### src/rtl/alu_pkg.sv
`default_nettype none
// ============================================================================
// Module      : alu_pkg
// Description : Shared definitions for the ULA operand path: ULA opcode
//               encodings and the architectural register address width.
// Revision    : 1.0 - initial release
// ============================================================================
package alu_pkg;

    // ULA opcode encodings carried on ALUControl
    localparam logic [3:0] ALU_ADD  = 4'b0000;
    localparam logic [3:0] ALU_SUB  = 4'b1000;
    localparam logic [3:0] ALU_AND  = 4'b0111;
    localparam logic [3:0] ALU_OR   = 4'b0110;
    localparam logic [3:0] ALU_XOR  = 4'b0100;
    localparam logic [3:0] ALU_SLL  = 4'b0001;
    localparam logic [3:0] ALU_SRL  = 4'b0101;
    localparam logic [3:0] ALU_SRA  = 4'b1101;
    localparam logic [3:0] ALU_SLT  = 4'b0010;
    localparam logic [3:0] ALU_SLTU = 4'b0011;

    // Architectural register address width (32 registers, x0 hard-wired)
    localparam int REG_ADDR_W = 5;

endpackage : alu_pkg
`default_nettype wire

### src/rtl/operand_bypass.sv
`default_nettype none
// ============================================================================
// Module      : operand_bypass
// Description : Per-operand hazard detection and bypass selection. Compares
//               the held source register against the EX/MEM and WB
//               destinations (x0 never matches) and, when forwarding is
//               built in, selects EX/MEM > WB > held value.
// Config      : ALU_OPERAND_FORWARDING_EN - enables the bypass mux; when
//               undefined the held value is always selected.
// Ports       : rs / use_reg        - held source register, match enable
//               held                - operand value held in the stage
//               exm_* / wb_*        - in-flight destination writes
//               sel_data            - operand presented to the ULA
//               m_exm / m_wb        - match flags for hazard logic
// Revision    : 1.0 - initial release
// ============================================================================
module operand_bypass
    import alu_pkg::*;
#(
    parameter int N  = 64,
    parameter int RA = REG_ADDR_W
) (
    input  logic [RA-1:0] rs,
    input  logic          use_reg,
    input  logic [N-1:0]  held,
    input  logic          exm_reg_write,
    input  logic [RA-1:0] exm_rd,
    input  logic [N-1:0]  exm_data,
    input  logic          wb_reg_write,
    input  logic [RA-1:0] wb_rd,
    input  logic [N-1:0]  wb_data,
    output logic [N-1:0]  sel_data,
    output logic          m_exm,
    output logic          m_wb
);

    // use_reg masks operands that come from an immediate
    assign m_exm = use_reg & exm_reg_write & (exm_rd != '0) & (exm_rd == rs);
    assign m_wb  = use_reg & wb_reg_write  & (wb_rd  != '0) & (wb_rd  == rs);

`ifdef ALU_OPERAND_FORWARDING_EN
    // Youngest producer wins: EX/MEM is newer than WB
    assign sel_data = m_exm ? exm_data : (m_wb ? wb_data : held);
`else
    logic w_unused_fwd;

    assign sel_data     = held;
    assign w_unused_fwd = ^{exm_data, wb_data};
`endif

endmodule : operand_bypass
`default_nettype wire

### src/rtl/alu_operand_stage.sv
`default_nettype none
// ============================================================================
// Module      : alu_operand_stage
// Description : Single-entry operand stage in front of the ULA. Captures one
//               decoded instruction, keeps its operands coherent with the
//               writeback port, resolves RAW hazards by bypass or stall and
//               presents dataA/dataB/ALUControl under a valid/ready handshake.
// Config      : ALU_OPERAND_FORWARDING_EN - EX/MEM and WB bypass, only
//               load-use stalls. Undefined: any EX/MEM or WB match stalls.
// Ports       : in_valid/in_ready   - decode handshake
//               rs*/imm/use_imm/... - decoded instruction fields
//               exm_*, wb_*         - in-flight destination writes
//               flush               - kill held and incoming instruction
//               out_valid/out_ready - EX/MEM handshake
//               dataA/dataB/ALUControl/rd_out/reg_write_out - ULA side
//               stall_count         - saturating hazard-stall cycle counter
// Revision    : 1.0 - initial release
// ============================================================================
module alu_operand_stage
    import alu_pkg::*;
#(
    parameter int N  = 64,
    parameter int RA = REG_ADDR_W
) (
    input  logic          clk,
    input  logic          rst_n,
    input  logic          in_valid,
    output logic          in_ready,
    input  logic [RA-1:0] rs1_addr,
    input  logic [RA-1:0] rs2_addr,
    input  logic [N-1:0]  rs1_data,
    input  logic [N-1:0]  rs2_data,
    input  logic [N-1:0]  imm,
    input  logic          use_imm,
    input  logic [3:0]    alu_ctrl_in,
    input  logic [RA-1:0] rd_in,
    input  logic          reg_write_in,
    input  logic          exm_reg_write,
    input  logic          exm_is_load,
    input  logic [RA-1:0] exm_rd,
    input  logic [N-1:0]  exm_data,
    input  logic          wb_reg_write,
    input  logic [RA-1:0] wb_rd,
    input  logic [N-1:0]  wb_data,
    input  logic          flush,
    output logic          out_valid,
    input  logic          out_ready,
    output logic [N-1:0]  dataA,
    output logic [N-1:0]  dataB,
    output logic [3:0]    ALUControl,
    output logic [RA-1:0] rd_out,
    output logic          reg_write_out,
    output logic [31:0]   stall_count
);

    // Held instruction
    logic          r_hv;
    logic [N-1:0]  r_op_a;
    logic [N-1:0]  r_op_b;
    logic [RA-1:0] r_rs1;
    logic [RA-1:0] r_rs2;
    logic          r_b_is_imm;
    logic [3:0]    r_ctrl;
    logic [RA-1:0] r_rd;
    logic          r_reg_write;
    logic [31:0]   r_stall_count;

    logic          w_in_fire;
    logic          w_out_fire;
    logic          w_hazard;
    logic          w_cap_wb_a;
    logic          w_cap_wb_b;
    logic [N-1:0]  w_sel_a;
    logic [N-1:0]  w_sel_b;
    logic          w_a_exm;
    logic          w_a_wb;
    logic          w_b_exm;
    logic          w_b_wb;

    operand_bypass #(.N(N), .RA(RA)) u_bypass_a (
        .rs            (r_rs1),
        .use_reg       (1'b1),
        .held          (r_op_a),
        .exm_reg_write (exm_reg_write),
        .exm_rd        (exm_rd),
        .exm_data      (exm_data),
        .wb_reg_write  (wb_reg_write),
        .wb_rd         (wb_rd),
        .wb_data       (wb_data),
        .sel_data      (w_sel_a),
        .m_exm         (w_a_exm),
        .m_wb          (w_a_wb)
    );

    operand_bypass #(.N(N), .RA(RA)) u_bypass_b (
        .rs            (r_rs2),
        .use_reg       (~r_b_is_imm),
        .held          (r_op_b),
        .exm_reg_write (exm_reg_write),
        .exm_rd        (exm_rd),
        .exm_data      (exm_data),
        .wb_reg_write  (wb_reg_write),
        .wb_rd         (wb_rd),
        .wb_data       (wb_data),
        .sel_data      (w_sel_b),
        .m_exm         (w_b_exm),
        .m_wb          (w_b_wb)
    );

`ifdef ALU_OPERAND_FORWARDING_EN
    // Only a load in EX/MEM has no value to forward yet
    assign w_hazard = (w_a_exm | w_b_exm) & exm_is_load;
`else
    logic w_unused_load;

    assign w_hazard      = w_a_exm | w_a_wb | w_b_exm | w_b_wb;
    assign w_unused_load = exm_is_load;
`endif

    assign out_valid  = r_hv & ~w_hazard;
    assign w_out_fire = out_valid & out_ready;
    assign in_ready   = ~r_hv | w_out_fire;
    assign w_in_fire  = in_valid & in_ready;

    // The register file does not see this cycle's writeback yet
    assign w_cap_wb_a = wb_reg_write & (wb_rd != '0) & (wb_rd == rs1_addr);
    assign w_cap_wb_b = wb_reg_write & (wb_rd != '0) & (wb_rd == rs2_addr);

    always_ff @(posedge clk or negedge rst_n) begin
        if (!rst_n) begin
            r_hv        <= 1'b0;
            r_op_a      <= '0;
            r_op_b      <= '0;
            r_rs1       <= '0;
            r_rs2       <= '0;
            r_b_is_imm  <= 1'b0;
            r_ctrl      <= 4'b0000;
            r_rd        <= '0;
            r_reg_write <= 1'b0;
        end else if (flush) begin
            r_hv <= 1'b0;
        end else if (w_in_fire) begin
            r_hv        <= 1'b1;
            r_op_a      <= w_cap_wb_a ? wb_data : rs1_data;
            r_op_b      <= use_imm ? imm : (w_cap_wb_b ? wb_data : rs2_data);
            r_rs1       <= rs1_addr;
            r_rs2       <= rs2_addr;
            r_b_is_imm  <= use_imm;
            r_ctrl      <= alu_ctrl_in;
            r_rd        <= rd_in;
            r_reg_write <= reg_write_in;
        end else if (w_out_fire) begin
            r_hv <= 1'b0;
        end else if (r_hv) begin
            // Writeback snoop; w_b_wb is already masked for immediates
            if (w_a_wb) begin
                r_op_a <= wb_data;
            end
            if (w_b_wb) begin
                r_op_b <= wb_data;
            end
        end
    end

    always_ff @(posedge clk or negedge rst_n) begin
        if (!rst_n) begin
            r_stall_count <= 32'd0;
        end else if (r_hv && w_hazard && (r_stall_count != 32'hFFFF_FFFF)) begin
            r_stall_count <= r_stall_count + 32'd1;
        end
    end

    assign dataA         = w_sel_a;
    assign dataB         = w_sel_b;
    assign ALUControl    = r_ctrl;
    assign rd_out        = r_rd;
    assign reg_write_out = r_reg_write;
    assign stall_count   = r_stall_count;

endmodule : alu_operand_stage
`default_nettype wire

### config.mk
export PLATFORM = sky130hd
export DESIGN_NAME = alu_operand_stage
export DESIGN_NICKNAME = d
export VERILOG_FILES = /design/src/rtl/alu_pkg.sv /design/src/rtl/operand_bypass.sv /design/src/rtl/alu_operand_stage.sv
export SDC_FILE = /design/constraint.sdc
export NUM_CORES = 1
export LEC_CHECK = 0
export ABC_AREA = 1
export CAP_MARGIN = 10
export CORE_ASPECT_RATIO = 1.25
export CORE_MARGIN = 1.5
export CORE_UTILIZATION = 26
export CTS_BUF_LIST = sky130_fd_sc_hd__clkbuf_4
export DETAILED_ROUTE_END_ITERATION = 6
export GPL_TIMING_DRIVEN = 0
export PLACE_DENSITY = 0.51
export REMOVE_ABC_BUFFERS = 1
export SLEW_MARGIN = 10
export SYNTH_ARGS = -nofsm -noshare
export SYNTH_HDL_FRONTEND = slang
export SYNTH_HIERARCHICAL = 1
export SYNTH_SLANG_ARGS = --single-unit
### constraint.sdc
create_clock -name clk -period 4 [get_ports clk]
set_input_delay 0.4 -clock clk [delete_from_list [all_inputs] [get_ports clk]]
set_output_delay 0.4 -clock clk [all_outputs]
set_load 0.05 [all_outputs]
# Yosys cells after proc, flatten, opt, wreduce, memory -nomap -nowiden

Cells that the tools add are included.

Register bits after elaboration: 182
Bits of input ports: 359
Output and inout port bits: 172
Word-level logic and storage cells: 67

Add/sub/neg operators: 1
Eq/ne operators: 8
Multiplexer cells: 14
Bitwise operators: 23
Reduce and logical (&&, ||, !) cells: 11

Operators with widths:

| cell                                                             | count |
|---|---|
| 64-bit 2-to-1 mux                                                | 11 |
| 32-bit by 1-bit adder with 32-bit output (second input constant) | 1 |
| 32-bit inequality test (second input constant)                   | 1 |
| 5-bit equality test                                              | 6 |
| 1-bit bitwise AND                                                | 15 |
| 5-bit nonzero test                                               | 2 |
| 4-bit AND reduction                                              | 2 |
| 2-bit nonzero test                                               | 3 |
| 1-bit inverter                                                   | 4 |
| 1-bit bitwise OR                                                 | 4 |
| 1-bit 2-to-1 mux                                                 | 3 |
| 3-bit nonzero test                                               | 1 |
| 1-bit logical AND                                                | 2 |
| 2-bit inequality test (second input constant)                    | 1 |
| 2-bit AND reduction                                              | 1 |

# Depth between registers and ports, before layout

Gate-level depths: netlist of run 1.

Depth in word-level cells: 13
Depth in mapped cells: 18
Mapped depth without buffers: 17

# By module

The synthesis of run 1 kept the hierarchy.

By module, submodules not included:

| module            | times used | cells an instance | area an instance (sq um) | sequential area each (sq um) |
|---|---|---|---|---|
| alu_operand_stage | 1          | 1813              | 11832.6                  | 4554.4 |
| operand_bypass    | 2          | 119               | 695.7                    | 0.0 |

# Worst setup path before layout of run 1

Ideal clock, no wire load.

Path kind: input -> output
From: in exm_rd[2]
To: out out_valid
Arrival: 1555 ps
Required time: 3600 ps
Setup slack: 2045 ps
Stages on the path: 7
Path buffers: 0
Cells stage by stage: nor2_1 -> nand3_1 -> a21oi_1 -> nor2_1 -> nor2_1 -> nand3_1 -> nor2_1

Word-level cells in the longest chain between the ends: 8
Elaborated cells on any way between the ends: 12
Classes of those cells: eq/ne: 2; bitwise: 9; reduce/logical: 1

Ends and longest elaborated chain:

| what                               | RTL line                 | RTL |
|---|---|---|
| start, declared                    | alu_operand_stage.sv:40  | `input logic [RA-1:0] exm_rd,` |
| 5-bit nonzero test                 | operand_bypass.sv:38     | `assign m_exm = use_reg & exm_reg_write & (exm_rd != '0) & (exm_rd == rs);` |
| 1-bit bitwise AND                  | operand_bypass.sv:38     |  |
| 1-bit bitwise AND (*)              | operand_bypass.sv:38     |  |
| via w_a_exm                        | alu_operand_stage.sv:75  | `logic w_a_exm;` |
| 1-bit bitwise OR (*) (3 in series) | alu_operand_stage.sv:116 | `assign w_hazard = w_a_exm \| w_a_wb \| w_b_exm \| w_b_wb;` |
| 1-bit inverter (*)                 | alu_operand_stage.sv:120 | `assign out_valid = r_hv & ~w_hazard;` |
| 1-bit bitwise AND (*)              | alu_operand_stage.sv:120 |  |
| end, declared                      | alu_operand_stage.sv:46  | `output logic out_valid,` |

Mark *: on every way through the listed nets, which the timed path passes. The rest lies on a longest branch.

# Worst setup path in the final report of run 1

From: in wb_rd[1]
To: reg r_op_a[42]

Word-level cells in the longest chain between the ends: 13
Elaborated cells on any way between the ends: 23
Classes of those cells: eq/ne: 4; mux: 2; bitwise: 13; reduce/logical: 4

Ends and longest elaborated chain:

| what                                                                  | RTL line                 | RTL |
|---|---|---|
| start, declared                                                       | alu_operand_stage.sv:43  | `input logic [RA-1:0] wb_rd,` |
| 5-bit nonzero test                                                    | operand_bypass.sv:39     | `assign m_wb = use_reg & wb_reg_write & (wb_rd != '0) & (wb_rd == rs);` |
| 1-bit bitwise AND                                                     | operand_bypass.sv:39     |  |
| 1-bit bitwise AND (*)                                                 | operand_bypass.sv:39     |  |
| via w_a_wb                                                            | alu_operand_stage.sv:76  | `logic w_a_wb;` |
| 1-bit bitwise OR (3 in series)                                        | alu_operand_stage.sv:116 |  |
| 1-bit inverter                                                        | alu_operand_stage.sv:120 |  |
| 1-bit bitwise AND                                                     | alu_operand_stage.sv:120 |  |
| 1-bit bitwise AND                                                     | alu_operand_stage.sv:121 | `assign w_out_fire = out_valid & out_ready;` |
| 1-bit bitwise OR                                                      | alu_operand_stage.sv:122 | `assign in_ready = ~r_hv \| w_out_fire;` |
| 1-bit bitwise AND                                                     | alu_operand_stage.sv:123 | `assign w_in_fire = in_valid & in_ready;` |
| 2-bit inequality test (no line) or 2-bit nonzero test (tied branches) | n/a                      |  |
| 4-bit AND reduction (no line)                                         | n/a                      |  |
| end signal, assigned                                                  | alu_operand_stage.sv:144 | `r_op_a <= w_cap_wb_a ? wb_data : rs1_data;` |
| end signal, assigned                                                  | alu_operand_stage.sv:157 | `r_op_a <= wb_data;` |
| end, declared                                                         | alu_operand_stage.sv:58  | `logic [N-1:0] r_op_a;` |

Marks and branches as above.
A chain may end at the register's enable or synchronous reset.

==> out/results.tsv, run 1 <==
stage	metric	value	unit
grt	track_usage	0.1981	
timing	skew	0.01953	ns
power	p_int	4018	uW
floorplan	start_util	0.2629	
cts	cts_tree	done	
placed_design	dp_cells	2964	
min_path	hold_path_class	input port to flip-flop	
grt	grt_pass1_wl	78.09	mm
placed_design	port-buffer-count	465	
synth	ys_ff_latch	182	
routing	dr.pass1.iters	5	
grt	grt_overflow	0	
power	pwr-share-seq	0.334	
cts	cts_resized	0	
power	leakagePower	0.008958	uW
setup_path	cp_cell_sequence	clkdlybuf4s50_1 > inv_1 > nand2_1 > nand2_1 > nor2_1 > nand3_1 > nor2_1 > nor2_1 > nand3_1 > inv_2 > nand2_2 > nand2_4 > nand2_4 > inv_8 > buf_16 > nand2_4 > buf_12 > nand2_1 > nand3_1 > nand2_1	
cts	clock_path_buffers	2	
setup_path	cp_max_fo	86	
setup_path	path_class	input port to flip-flop	
timing	finalMaxSlewViolations	0	
timing	worst_pin_slew	0.8163	ns
power	p_sw	3421	uW
finish	multi_input_area	6158	um2
routing	drt_wl_total	51.65	mm
finish	fill_cells	5404	
setup_path	worstPathBufferInverterCount	6	
synth	yosysSeqAreaShare	0.3444	
synth	synth.distinct_cells	31	
setup_path	crit_required	4.65	ns
cts	clk_pin_slew_worst_paths	0.16	ns
routing	via_per_inst	4.523	
timing	rsz0062_at_grt	no	
floorplan	die_h	255.1	um
floorplan	die_w	204.7	um
run	drv_cap	0	
finish	drive_gt1_frac	0.03891	
timing	setup_slack	0.3786	ns
floorplan	io_pins	531	
grt	first_global_vias	13299	
finish	mostFrequentLayoutCells	nand2_1 (590), clkdlybuf4s50_1 (464), nor2_1 (314)	
routing	met2_length	26.25	mm
placed_design	gp_congestion	0.8718	
routing	drt-wirelength-per-cell	17.18	um
power	combPwrFrac	0.485	
setup_path	critPathMostFrequentCell	nand2_1	
floorplan	die_area	52230	um2
routing	ant_nets	0	
setup_path	worstPathArrival	4.27	ns
timing	max_freq	276.1	MHz
routing	vias	13600	
cts	cts_buffers	17	
finish	area_growth	36.76	%
power	power.switching_fraction	0.4599	
timing	setup_viol	0	
grt	antenna_found_initial	7	
power	power.density	411.4	nW/um2
routing	drc_errors	0	
finish	final_common_cell	nand2_1	
setup_path	slowest_delay	0.74	ns
routing	met1_length	20.75	mm
grt	grt_max_degree	93	
cts	clock_sinks	182	
timing	max_slew_margin	0.4558	
setup_path	slowest_stage	clkdlybuf4s50_1	
setup_path	worst_setup_path_end_kind	flip-flop	
placed_design	hpwlAfterDp	36.63	mm
routing	dr.max_layer_used	met5	
setup_path	cpLargestDelayFamily	simple AND/OR/NAND/NOR gates	
finish	nets	2686	
synth	synth_area_per_cell	6.448	um2
timing	layout_min_cycle_time	3.621	ns
power	p_clk_frac	0.182	
finish	final_cells	3007	
synth	synth_area	13220	um2
routing	wl_met3	3.816	mm
setup_path	worst_setup_path_start_kind	input port	
placed_design	postPlaceCellArea	17700	um2
finish	final_cell_area	18080	um2
synth	yosys_warnings	6	
timing	timing.final.crit_share	0.9053	
cts	htree_levels	4	
placed_design	pre_cts_ws	-0.5315	ns
floorplan	row_count	92	
finish	ff_latch_area	4554	um2
floorplan	core	50300	um2
synth	syn_inst	2051	
timing	hold_viol	0	
cts	cts_root_buffer	clkbuf_4	
power	irDropWorstVdd	0.2319	mV
cts	clk-insertion-delay-late	0.75	ns
routing	drtIter0Drc	726	
outcome	run_status	complete, no violations	
==> power by group through the flow <==
stage,logic [uW],clock network (uW),registers [uW]
after detailed placement,3620,0,2520
after floorplan,904,0,3700
after CTS,3640,1440,2480
after global routing,3850,1500,2530
after global placement,3580,0,2510
final,3610,1350,2480
==> flip-flops by register name (all words and copies together), names as in the netlist, 4 cells and up <==
register,flops
r_rs2,5
r_rs1,5
r_op_a,64
stall_count,32
ALUControl,4
r_op_b,64
rd_out,5
==> through the flow <==
| stage | TNS, ns | util | hold slack (ns) | power (uW) |
|---|---|---|---|---|
| 6_report | 0 | 0.3595 | 0.1915 | 7440 |
| 5_1_grt | 0 | 0.3595 | 0.07121 | 7889 |
| 4_1_cts | 0 | 0.3590 | 0.03606 | 7559 |
| 3_5_place_dp | -23.91 | 0.3519 | 0.4614 | 6139 |
| 3_3_place_gp | -1734.40 | 0.3408 | 0.4589 | 6091 |
| 2_1_floorplan | -23.59 | - | 0.1044 | 4599 |
==> cells by family (layout without fill, tap and decap cells) <==
logic type      Yosys count  in the layout  synth area share
compound gates           98             98           0.03775
xor+xnor                 26             26           0.01779
fa+ha+maj                 1              1         0.0009460
buf+inv                 499            786            0.1934
flops                   182            182            0.3444
other cells               1             12         0.0002836
simple gates           1244           1244            0.4054
==> Yosys cell counts (all sizes together) <==
master	count	area [um2]
clkbuf	15	56.30
xor2	20	182.7
a21oi	70	350.3
a21boi	2	18.77
nand4	2	12.51
nand2	602	2300
nor2	319	1225
inv	265	994.7
buf	219	1506
nand3	238	1206
nor3	17	122.6
dfrtp	182	4554
ha	1	12.51
nand3b	66	495.5
xnor2	6	52.55
o21ai	26	130.1
conb	1	3.750
==> final cells by class <==
cell class,instances,share of cell area
timing repair buffer,489,0.2855
clock buffer,17,0.007057
clock inverter,15,0.01231
tap,658,0.04552
antenna,10,0.001384
multi-input combinational,1371,0.3405
inverter,265,0.05583
sequential,182,0.2518
==> what timing repair did <==
item                       4_1_cts  5_1_grt
hold buffers                     1        0
setup endpoints to repair        0        0
setup buffers                    0        0
hold endpoints to repair        91        0
==> routing by layer <==
metal / global-route usage / up-vias
li1: - / 6691
met1: 0.2282 / 6459
met2: 0.3489 / 399
met3: 0.06150 / 47
met4: 0.05966 / 4
met5: 0 / -
==> worst min-delay path, delay by kind of cell <==
kind,cells,cell delay [ns]
buffers and inverters,1,0.40
and+or+nand+nor,2,0.13
==> path summary, 6_finish.rpt <==
check                                      startpoint                     end  slack (ns)  cells past startpoint
worst max-delay path                         wb_rd[1]  r_op_a[42]$_DFFE_PN0P_        0.38                     20
max in group asynchronous                       rst_n   r_op_a[3]$_DFFE_PN0P_        2.71                      3
worst min register to register  rd_out[1]$_DFFE_PN0P_   rd_out[1]$_DFFE_PN0P_        0.49                      2
worst min-delay path                         rd_in[4]   rd_out[4]$_DFFE_PN0P_        0.19                      3
worst max register to register   r_rs1[1]$_DFFE_PN0P_  r_op_a[42]$_DFFE_PN0P_        0.39                     19
min in group asynchronous                       rst_n    r_rs1[1]$_DFFE_PN0P_        0.21                      2
No activity file was read; power rests on OpenSTA's default activity.
==> run 2: changes to the inputs <==
CORE_AREA = 2 2 206 208   (was not set)
CORE_ASPECT_RATIO = not set   (was 1.25)
CORE_MARGIN = not set   (was 1.5)
CORE_UTILIZATION = not set   (was 26)
DIE_AREA = 0 0 208 210   (was not set)
PLACE_DENSITY = 0.6   (was 0.51)
==> out/results.tsv, run 2 (synthesis gave the netlist of run 1 again) <==
stage	metric	value	unit	change
outcome	run_status	complete, no violations		
cts	clk_pin_slew_worst_paths	0.16	ns	about the same
routing	via_per_inst	4.725		+4.5%
cts	cts_buffers	17		unchanged
power	p_sw	3344	uW	-2.2%
floorplan	core	41480	um2	-18%
setup_path	worst_setup_path_start_kind	flip-flop		
routing	ant_nets	0		unchanged
routing	drt_wl_total	48.85	mm	-5.4%
run	drv_cap	0		unchanged
power	combPwrFrac	0.497		+0.012
finish	drive_gt1_frac	0.03767		-0.001234
floorplan	die_area	43680	um2	-16%
timing	timing.final.crit_share	0.8413		-0.06409
routing	drc_errors	0		unchanged
timing	worst_pin_slew	0.8602	ns	+0.04391 ns
cts	cts_resized	0		unchanged
cts	clock_sinks	182		unchanged
timing	rsz0062_at_grt	no		
finish	area_growth	34.43	%	
timing	max_freq	297.2	MHz	+7.6%
power	p_clk_frac	0.161		-0.021
setup_path	worst_setup_path_end_kind	flip-flop		
timing	skew	0.03443	ns	+0.01489 ns
setup_path	reg2reg_depth	19		unchanged
power	leakagePower	0.008892	uW	-0.74%
cts	cts_root_buffer	clkbuf_4		
power	pwr-share-seq	0.342		+0.008
timing	finalMaxSlewViolations	0		unchanged
setup_path	worstPathArrival	3.95	ns	-0.32 ns
floorplan	die_h	210	um	-18%
cts	clock_path_buffers	2		unchanged
finish	nets	2683		-0.11%
cts	clk-insertion-delay-late	0.68	ns	-0.07 ns
cts	htree_levels	4		unchanged
floorplan	row_count	75		-18%
grt	first_global_vias	13242		-0.43%
timing	fin_setup_tns	0	ns	unchanged
floorplan	die_w	208	um	+1.6%
timing	hold_slack	0.2579	ns	+0.06648 ns
min_path	hold_depth	3		unchanged
finish	final_common_cell	nand2_1		
grt	grt_overflow	0		unchanged
routing	dr.pass1.iters	5		unchanged
routing	drt-wirelength-per-cell	16.98	um	-1.1%
placed_design	port-buffer-count	465		unchanged
setup_path	path_class	flip-flop to flip-flop		
setup_path	r2r-end	r_op_a[23]$_DFFE_PN0P_		
power	p_int	3901	uW	-2.9%
timing	layout_min_cycle_time	3.365	ns	-0.2563 ns
grt	grt_max_degree	97		+4.3%
power	power.density	407.6	nW/um2	-0.93%
cts	cts_tree	done		
setup_path	regToRegSetupSlack	0.63	ns	+0.24 ns
min_path	whs_endpoint	ALUControl[3]$_DFFE_PN0P_		
timing	max_slew_margin	0.4265		-0.02928
floorplan	io_pins	531		unchanged
timing	setup_viol	0		unchanged
placed_design	gp_congestion	0.9216		+5.7%
power	irDropWorstVdd	0.1769	mV	-24%
grt	antenna_found_initial	2		-5
floorplan	start_util	0.3188		+0.05594
setup_path	cp_max_fo	52		-40%
setup_path	crit_required	4.58	ns	-0.07 ns
placed_design	hpwlAfterDp	34.94	mm	-4.6%
power	power.switching_fraction	0.4616		+0.001722
timing	hold_viol	0		unchanged
min_path	hold_path_class	input port to flip-flop		
grt	grt_pass1_wl	75.19	mm	-3.7%
setup_path	worstReg2RegStart	r_rs1[1]$_DFFE_PN0P_		
grt	track_usage	0.2196		+0.02148
min_path	hp-start	alu_ctrl_in[3]		
finish	mostFrequentLayoutCells	nand2_1 (590), clkdlybuf4s50_1 (464), nor2_1 (314)		
routing	vias	13588		-0.088%
routing	drtIter0Drc	851		+17%
run 2: cell types whose count changed in the layout (fill, tap and decap cells not counted), sizes merged:
cell,delta
diode,-9
clkbuf,+4
inv,-4
buf,-3
bufinv,-2
clkinvlp,+2
run 2: repair_timing:
item / CTS / global route
buffers inserted: 0 / 0
setup endpoints to repair: 0 / 0
hold buffers: 1 / 0
hold endpoints to repair: 91 / 0
run 2: per-stage QoR:
stage | cells | util | instance area, um2 | power [uW] | setup slack [ns]
3_5_place_dp | 2842 | 0.4213 | 17470 | 6108 | -0.09013
6_report | 2876 | 0.4286 | 17780 | 7245 | 0.6350
2_1_floorplan | 1818 | - | 11660 | 4599 | -0.3681
5_1_grt | 2876 | 0.4286 | 17780 | 7643 | 0.3789
3_3_place_gp | 2822 | 0.4097 | 16990 | 6055 | -6.139
4_1_cts | 2875 | 0.4285 | 17770 | 7318 | 0.5991
run 2: final cells by class:
cell class,instances,area (um2)
multi-input cells,1371,6158
flip-flops and latches,182,4554
well taps,539,674.4
inverters,265,1007
diodes,1,2.502
repair buffers,486,5090
clock buffers,21,157.7
clock inverters,11,132.6
fillers,4346,23700
run 2: how the worst max path moves through the flow:
stage	startpoint	depth (start not counted)	slack [ns]	to
floorplan	exm_rd[2]	15	-0.37	r_op_a[0]$_DFFE_PN0P_
global route	r_rs1[1]$_DFFE_PN0P_	19	0.38	r_op_a[23]$_DFFE_PN0P_
global placement	rst_n	1	-6.14	r_op_a[54]$_DFFE_PN0P_
finish	r_rs1[1]$_DFFE_PN0P_	19	0.63	r_op_a[23]$_DFFE_PN0P_
detailed placement	wb_rd[1]	20	-0.09	r_op_a[33]$_DFFE_PN0P_
CTS	r_rs1[1]$_DFFE_PN0P_	19	0.60	r_op_a[33]$_DFFE_PN0P_
run 2: power by group through the flow:
stage / clock network (uW) / logic (uW) / registers, uW
2_1_floorplan: 0 / 904 / 3700
3_3_place_gp: 0 / 3560 / 2500
3_5_place_dp: 0 / 3600 / 2500
4_1_cts: 1230 / 3620 / 2480
5_1_grt: 1290 / 3830 / 2520
6_report: 1170 / 3600 / 2480
run 2: critical path: stages, from the launching register on:
cell     delay [ns]
dfrtp_1        0.43
inv_1          0.07
nand2_1        0.06
nand2_1        0.07
nor2_1         0.10
nand3_1        0.08
nor2_1         0.16
nor2_1         0.06
nand3_1        0.12
inv_2          0.05
nand2_2        0.08
nand2_4        0.07
nand2_4        0.36
buf_12         0.29
inv_6          0.21
nand2_4        0.34
buf_16         0.29
nand2_1        0.15
nand3_1        0.09
nand2_1        0.04
run 2: routing by layer:
| metal | track usage | wire, um | up-vias |
|---|---|---|---|
| met5 | 0 | 13 | - |
| met4 | 0.07019 | 1141 | 2 |
| met3 | 0.06436 | 4129 | 64 |
| met2 | 0.3756 | 23470 | 487 |
| met1 | 0.2656 | 20100 | 6370 |
| li1 | - | - | 6665 |
==> run 3: changes to the inputs <==
PLACE_DENSITY = 0.62   (was 0.6)
clock period = 2.8 ns   (was 4 ns; I/O delays follow)
==> out/results.tsv, run 3 (synthesis gave the netlist of run 1 again) <==
stage	metric	value	unit	change
cts	cts_tree	done		
routing	drtIter0Drc	1003		+18%
cts	clock_path_buffers	2		unchanged
setup_path	worst_setup_path_end_kind	flip-flop		
floorplan	core	41480	um2	unchanged
finish	mostFrequentLayoutCells	nand2_1 (590), clkdlybuf4s50_1 (462), nor2_1 (313)		
run	drv_cap	0		unchanged
timing	worst_pin_slew	0.8323	ns	-0.02789 ns
power	irDropWorstVdd	0.3269	mV	+85%
timing	hold_viol	0		unchanged
cts	cts_root_buffer	clkbuf_4		
routing	ant_nets	0		unchanged
floorplan	io_pins	531		unchanged
routing	dr.pass1.iters	5		unchanged
cts	clk_pin_slew_worst_paths	0.16	ns	about the same
grt	grt_pass1_wl	79.65	mm	+5.9%
timing	hold_slack	0.1905	ns	-0.06746 ns
grt	track_usage	0.2374		+0.01780
finish	final_cells	2901		+0.87%
placed_design	port-buffer-count	465		unchanged
setup_path	crit_required	3.38	ns	-1.20 ns
routing	vias	13889		+2.2%
routing	drt_wl_total	53.12	mm	+8.7%
timing	timing.final.crit_share	0.9239		+0.08260
grt	antenna_found_initial	4		+2
setup_path	path_class	flip-flop to flip-flop		
timing	setup_slack	0.2132	ns	-0.4218 ns
floorplan	start_util	0.3188		unchanged
setup_path	cp_max_fo	28		-46%
finish	final_cell_area	18250	um2	+2.7%
timing	setup_viol	0		unchanged
timing	max_freq	386.6	MHz	+30%
finish	area_growth	38.02	%	
timing	finalMaxSlewViolations	0		unchanged
cts	clock_sinks	182		unchanged
grt	grt_overflow	0		unchanged
min_path	hold_path_class	input port to flip-flop		
placed_design	gp_congestion	0.8896		-3.5%
timing	layout_min_cycle_time	2.587	ns	-0.7782 ns
placed_design	hpwlAfterDp	35.08	mm	+0.41%
timing	fin_setup_tns	0	ns	unchanged
setup_path	worstPathArrival	3.17	ns	-0.78 ns
finish	nets	2706		+0.86%
placed_design	postPlaceCellArea	17510	um2	+0.18%
finish	drive_gt1_frac	0.04833		+0.01065
power	leakagePower	0.009128	uW	+2.7%
routing	drt-wirelength-per-cell	18.31	um	+7.8%
grt	first_global_vias	13600		+2.7%
placed_design	pre_cts_ws	-1.464	ns	-1.374 ns
power	power.density	575.8	nW/um2	+41%
floorplan	die_w	208	um	unchanged
cts	cts_buffers	17		unchanged
setup_path	worst_setup_path_start_kind	flip-flop		
routing	drc_errors	0		unchanged
timing	max_slew_margin	0.4438		+0.01728
timing	skew	0.02702	ns	-0.007404 ns
floorplan	die_area	43680	um2	unchanged
routing	via_per_inst	4.788		+1.3%
placed_design	dp_cells	2843		+0.035%
outcome	run_status	complete, no violations		
cts	htree_levels	4		unchanged
timing	rsz0062_at_grt	no		
cts	clk-insertion-delay-late	0.65	ns	-0.03 ns
finish	final_common_cell	nand2_1		
floorplan	die_h	210	um	unchanged
floorplan	row_count	75		unchanged
grt	grt_max_degree	93		-4.1%
==> run 3: cell types whose count changed in the layout (fill, tap and decap cells not counted), sizes merged <==
cell,previous run,this run
buf,21,37
bufbuf,0,3
clkbuf,21,22
clkdlybuf4s50,464,462
clkinv,6,9
clkinvlp,2,1
diode,1,3
inv,265,267
nand2,602,603
==> run 3: metal layers <==
layer,up-vias,global-route usage,share of wire,routed length [um]
met2,527,0.4031,0.48,25460
met1,6554,0.2849,0.41,21600
li1,6722,-,-,-
met4,0,0.08462,0.027,1459
met3,86,0.07151,0.086,4594
met5,-,0,0,0
==> run 3: path summary, 6_finish.rpt <==
check	depth (start not counted)	endpoint	from	slack [ns]
min in group asynchronous	2	r_op_a[12]$_DFFE_PN0P_	rst_n	0.23
setup / recovery	18	r_op_a[49]$_DFFE_PN0P_	r_rs1[1]$_DFFE_PN0P_	0.21
max in group asynchronous	3	r_op_a[34]$_DFFE_PN0P_	rst_n	1.57
hold / removal	3	rd_out[2]$_DFFE_PN0P_	rd_in[2]	0.19
hold reg to reg	2	rd_out[4]$_DFFE_PN0P_	rd_out[4]$_DFFE_PN0P_	0.49
setup reg to reg	18	r_op_a[49]$_DFFE_PN0P_	r_rs1[1]$_DFFE_PN0P_	0.21
==> run 3: area by class of cell <==
type | instances | area [um2]
timing repair inverter | 1 | 8.758
clock buffer | 18 | 135.1
antenna | 3 | 7.507
clock inverter | 14 | 157.7
tap | 539 | 674.4
inverter | 265 | 1021
fill | 4301 | 23230
sequential | 182 | 4556
timing repair buffer | 507 | 5483
multi-input combinational | 1372 | 6208
==> run 3: worst max-delay path: stages, from the launching register on <==
cell and delay, ns:
dfrtp_1 0.42, buf_4 0.14, nand2_1 0.05, nand2_1 0.05, nor2_1 0.14, nand3_1 0.09, nor2_1 0.09, nor2_1 0.06
nand3_2 0.09, inv_2 0.05, nand2_2 0.11, nand2_8 0.11, nand2_2 0.11, nand2_1 0.11, nor2_4 0.25, buf_6 0.23
buf_12 0.21, nand3_1 0.12, nand2_1 0.07
==> run 3: through the flow <==
step,power [uW],util
2_1_floorplan,6570,-
3_3_place_gp,8643,0.4097
3_5_place_dp,8728,0.4221
4_1_cts,10570,0.4371
5_1_grt,11080,0.4400
6_report,10510,0.4400
==> run 3: repair_timing <==
action,in CTS,in global routing
hold buffers,1,0
gates resized for setup,18,7
buffers inserted,6,5
hold endpoints to repair,90,0
pin swaps,3,1
cloned,9,2
setup endpoints to repair,125,95
==> run 3: power breakdown <==
group / switching [uW] / internal (uW)
Clock: 1040 / 621
Combinational: 3430 / 1870
Sequential: 405 / 3140
